## src/rtl/ring_buffer_param.sv

```systemverilog
// Set-wide ring buffer: one-cycle registered read, write-while-full allowed only with a read, no empty bypass.
// Optional sticky overflow/underflow outputs when RING_BUFFER_ERR_FLAG_EN is defined.
module ring_buffer_param #(
   parameter int DATA_OF_SET = 4,
   parameter int DATA_WIDTH  = 8,
   parameter int DEPTH       = 4,
   parameter int AF_LEVEL    = 3,
   parameter int AE_LEVEL    = 1
) (
   input  logic                                  clk,
   input  logic                                  rst,
   input  logic                                  wen,
   input  logic                                  ren,
   input  logic [DATA_OF_SET-1:0][DATA_WIDTH-1:0] din,
   output logic [DATA_OF_SET-1:0][DATA_WIDTH-1:0] dout,
   output logic                                  full_flag,
   output logic                                  empty_flag,
   output logic                                  almost_full,
   output logic                                  almost_empty,
   output logic [$clog2(DEPTH):0]                count,
`ifdef RING_BUFFER_ERR_FLAG_EN
   output logic                                  overflow_err,
   output logic                                  underflow_err,
`endif
   output logic [$clog2(DEPTH):0]                wptr_check,
   output logic [$clog2(DEPTH):0]                rptr_check
);

   localparam int AW = $clog2(DEPTH);
   localparam int PW = AW + 1;

   typedef logic [DATA_OF_SET-1:0][DATA_WIDTH-1:0] set_t;

   set_t          mem_q [DEPTH];
   set_t          dout_q, dout_d;
   logic [PW-1:0] wptr_q, wptr_d;
   logic [PW-1:0] rptr_q, rptr_d;
   logic [PW-1:0] count_q, count_d;
   logic          wr_acc, rd_acc;

   assign full_flag    = (count_q == PW'(DEPTH));
   assign empty_flag   = (count_q == '0);
   assign almost_full  = (count_q >= PW'(AF_LEVEL));
   assign almost_empty = (count_q <= PW'(AE_LEVEL));

   // A full buffer can still take a write when a read frees the slot on the same edge.
   assign wr_acc = wen && (!full_flag || ren);
   assign rd_acc = ren && !empty_flag;

   always_comb begin
      wptr_d  = wptr_q;
      rptr_d  = rptr_q;
      count_d = count_q;
      dout_d  = dout_q;
      if (wr_acc) wptr_d = wptr_q + PW'(1);
      if (rd_acc) begin
         rptr_d = rptr_q + PW'(1);
         dout_d = mem_q[rptr_q[AW-1:0]];
      end
      case ({wr_acc, rd_acc})
         2'b10:   count_d = count_q + PW'(1);
         2'b01:   count_d = count_q - PW'(1);
         default: count_d = count_q;
      endcase
   end

   always_ff @(posedge clk) begin
      if (rst) begin
         wptr_q  <= '0;
         rptr_q  <= '0;
         count_q <= '0;
         dout_q  <= '0;
      end else begin
         wptr_q  <= wptr_d;
         rptr_q  <= rptr_d;
         count_q <= count_d;
         dout_q  <= dout_d;
      end
   end

   always_ff @(posedge clk) begin
      if (!rst && wr_acc) mem_q[wptr_q[AW-1:0]] <= din;
   end

`ifdef RING_BUFFER_ERR_FLAG_EN
   logic ovf_q, ovf_d;
   logic udf_q, udf_d;

   always_comb begin
      ovf_d = ovf_q | (wen && !wr_acc);
      udf_d = udf_q | (ren && !rd_acc);
   end

   always_ff @(posedge clk) begin
      if (rst) begin
         ovf_q <= 1'b0;
         udf_q <= 1'b0;
      end else begin
         ovf_q <= ovf_d;
         udf_q <= udf_d;
      end
   end

   assign overflow_err  = ovf_q;
   assign underflow_err = udf_q;
`endif

   assign dout       = dout_q;
   assign count      = count_q;
   assign wptr_check = wptr_q;
   assign rptr_check = rptr_q;

endmodule

```

## config.mk

```make
export PLATFORM = sky130hd
export DESIGN_NAME = ring_buffer_param
export DESIGN_NICKNAME = d
export VERILOG_FILES = /design/src/rtl/ring_buffer_param.sv
export SDC_FILE = /design/constraint.sdc
export NUM_CORES = 1
export LEC_CHECK = 0
export BUFFER_PORTS_ARGS = -buffer_cell sky130_fd_sc_hd__buf_4
export CAP_MARGIN = 15
export CORE_AREA = 10 10 138 140
export CTS_CLUSTER_SIZE = 12
export DETAILED_ROUTE_END_ITERATION = 12
export DIE_AREA = 0 0 148 150
export GPL_ROUTABILITY_DRIVEN = 0
export SLEW_MARGIN = 20
export SYNTH_ARGS = -nofsm -noshare
export SYNTH_HDL_FRONTEND = slang
export SYNTH_SLANG_ARGS = --single-unit
```

## constraint.sdc

```tcl
create_clock -name clk -period 7 [get_ports clk]
set_clock_uncertainty 0.05 [all_clocks]
set_input_delay 1.4 -clock clk [delete_from_list [all_inputs] [get_ports clk]]
set_output_delay 1.4 -clock clk [all_outputs]
set_load 0.02 [all_outputs]
```

* Yosys cells after proc, flatten, opt, wreduce, memory -nomap -nowiden
Memories as Yosys holds them, arrays and structs flattened. A register that Yosys moved wholly into a read port is not among the register bits.
Cells that the tools add are included.
** Word-level totals
- Output and inout port bits :: 45
- Memories kept :: 1
- Register bits after elaboration :: 9
- Word-level logic and storage cells :: 25
- Input bits :: 36
- Bits in writable memories :: 128
** Memories
- mem_q :: words 4, bits a word 32, rd ports 1, clocked after Yosys merged registers in 1, wr ports 1, line 34 : set_t mem_q [DEPTH];
** Operators by class
- Muxes and demuxes :: 3
- Eq/ne operators :: 3
- Order comparisons :: 2
- $add $sub $neg :: 4
- Reduce and logical (&&, ||, !) cells :: 9
** Operator list (number)
- $add A3 B1 Y3 const B :: 3
- $pmux W3 S2 :: 1
- $eq A3 B3 Y1 const B :: 1
- $ge A3 B2 Y1 const B :: 1
- $le A3 B1 Y1 const B :: 1
- $logic_and A1 B1 Y1 :: 3
- $logic_not A1 Y1 :: 3
- $logic_not A3 Y1 :: 1
- $sub A3 B1 Y3 const B :: 1
- $eq A2 B1 Y1 const B :: 1
- $eq A2 B2 Y1 const B :: 1
- $mux W1 :: 2
- $reduce_bool A2 Y1 :: 1
- $logic_or A1 B1 Y1 :: 1

* Longest topological paths before layout
- Word-level depth :: 7
- Mapped depth :: 9
- Depth with buffers taken out :: 9

* Worst setup path after synthesis
No wires, ideal clock.
- Path type :: in2reg
- Start point :: input port ren
- End point :: memory mem_q[1][0] in the netlist's numbering (enable)
- Data arrival time :: 4095 ps
- Setup time :: 468 ps
- Path slack :: 2387 ps
- Stages on the path :: 3
- Path through :: nand3b_1 -> nand2_1 -> nor3b_1
** On the way
- Longest elaborated chain between the ends :: 5
** RTL lines
- start, declared :: line 13 : input logic ren,
- $logic_or A1 B1 Y1 :: line 47 : assign wr_acc = wen && (!full_flag || ren);
- $logic_and A1 B1 Y1 :: line 47
- $logic_and A1 B1 Y1 :: line 82 : if (!rst && wr_acc) mem_q[wptr_q[AW-1:0]] <= din;
- $mux W1 :: line 82
- $mux W1 (not written as such) :: line 82
- end, declared :: line 34
No other way between the ends.

* Worst setup path after layout
- Start point :: register rptr_q[1] (netlist: rptr_check[1])
- End point :: output port rptr_check[1]
** RTL lines
- start, declared :: line 37 : logic [PW-1:0] rptr_q, rptr_d;
- start signal, assigned :: line 75 : rptr_q <= rptr_d;
- end, declared :: line 26 : output logic [$clog2(DEPTH):0] rptr_check
No word-level cell between the ends.

==> run summary <==
remaining routing DRC violations = 0
CTS tree = yes
WL/cell = 18.98 um
post-place setup slack = 3.417 ns
CTS Buf Count = 17
Worst-Skew Late Latency = 0.41 ns
syn avg cell area = 19.95 um2
peak supply drop = 0.0001882 V
hold depth = 1
total gr overflow = 0
Crit. End Element = output port
Post-synth EDFFs = 128
Synth cell types = 34
normalized max-slew margin = 0.3367
CTS root buffer = clkbuf_16
Arrival @ worst endpoint = 1.63 ns
postcts setup bufs = 0
setup repair after global routing missed its margin = no
Max Freq = 324.5 MHz
Post-Place Cells = 605
Initial Util = 0.3831
post-DP HPWL = 7452 um
share of cells above drive strength 1 = 0.3909
WL final = 12,090 um
ANT nets after route = 0
DR vias = 3,111
vias in the first global route = 3,387
Non-Filler Instances = 637
R2R depth = 6
I/O pin total = 81
number of DRC markers in iteration 0 = 183
Clock Sinks = 169
cell area after layout = 7666 um2
Final Hold Viols = 0
Min Hold Slack = 0.4294 ns
synthesized area = 6264 um2
CTS max path bufs = 2
largest net degree at the start of global routing = 36
MaxCap Viol Count = 0
Worst-Margin Slew = 0.9927 ns
Die Width = 148 um
initial antenna violation count = 0
Final Cycle Share = 0.4402
CTS clk-pin slew, worst paths = 0.06 ns
CORE AREA = 16,350 um2
Worst setup SP type = flop
Port Buffers = 80
drt pass-1 iters = 4
die height = 150 um
Bufs and invs on worst path = 1
die area = 22,200 um2
leakage = 2.709 nW
most common cell after layout, fill and taps aside = edfxtp_1
final worst slack = 3.919 ns
Post-Synthesis Cells = 314
post-CTS resize count = 0
final count of pins violating max slew = 0
hold buffer count at cts = 0
total power = 2.736 mW
vias per cell = 4.884
crit path cell chain = buf_4
synthesized flop and latch total = 169
HP Class = reg2reg
ys async rst share = 0
number of diodes = 0
GRT Total Usage = 0.1138
final setup fails = 0
delay-heaviest family, CP = flip-flops
Syn Nets = 361
dpl cell area = 7088 um2
Final Critical Period = 3.081 ns
Seq/Total Area, Yosys = 0.7447
first-pass GRT wire length = 19,060 um
final core occ = 0.4689
Worst path depth = 1
status = completed
required time of the worst setup path = 5.55 ns
Crit-path slowest cell = dfxtp_2
Synth Flop Type = edfxtp_1
area grow syn2layout = 22.39%
setup total negative slack = 0 ns
Crit Path Category = reg2out
final net count = 451
Ys Warns = 0
Power per Cell Area = 356.9 nW/um2
depth of the CTS H-tree = 4
CP peak stage delay = 0.93 ns
num rows = 47
crit-path max FO = 35
commonest non-fill, non-tap cells in the layout = edfxtp_1 (128), buf_4 (86), dfxtp_1 (39)
==> power breakdown <==
group	switching, mW	internal [mW]
Sequential	0.0574	1.16
Clock	0.373	0.527
Combinational	0.330	0.285
Total	0.761	1.98
==> routing by layer <==
layer  track usage  vias up  wire, um
li1              -     1454         -
met1        0.1377     1591      5282
met2        0.1840       62      6088
met3       0.04529        4       666
met4       0.03419        0        55
met5             0        -         0
==> cell usage after synthesis, types with 2 or more instances <==
cell	instances	area share
edfxtp_1	128	0.61
dfxtp_1	41	0.13
a22o_1	32	0.045
mux4_2	32	0.12
ha_1	11	0.022
a21oi_1	7	0.0056
inv_1	7	0.0042
nor2_1	7	0.0042
buf_2	6	0.0048
o21ai_0	6	0.0048
nand3_1	4	0.0032
nor3b_1	4	0.0048
buf_4	3	0.0036
and3b_2	2	0.0032
buf_12	2	0.0064
clkbuf_1	2	0.0012
nor2b_1	2	0.0020
xor2_1	2	0.0028
==> area by class of cell <==
cell class / count / area [um2]
Timing Repair Buffer: 86 / 645.6
Fill cell: 1425 / 8682
Multi-Input combinational cell: 121 / 1463
Tap cell: 220 / 275.3
Clock buffer: 18 / 429.2
Clock inverter: 14 / 148.9
Sequential cell: 169 / 4667
Inverter: 9 / 37.54
==> path summary, 6_finish.rpt <==
check	from	to	slack, ns
setup / recovery	rptr_check[1]	rptr_check[1]	3.92
hold / removal	dout[30]	dout[30]	0.43
setup reg to reg	count[0]	mem_q[0][23]	4.23
hold reg to reg	dout[30]	dout[30]	0.43
==> sequential cells by signal, indices dropped and copies added (netlist names) <==
name,cells
mem_q,128
dout,32
count,3
rptr_check,3
wptr_check,3
==> cell families after synthesis <==
logic type,after synthesis,share of synthesized area
buffers and inverters,24,0.02617
and+or+nand+nor,26,0.02737
DFF,169,0.7447
xor gates and xnor gates,2,0.002797
adders and majority gates,11,0.02197
AOI/OAI and AO/OA,49,0.06013
muxes,33,0.1169
Power figures use the tool's default switching activity.
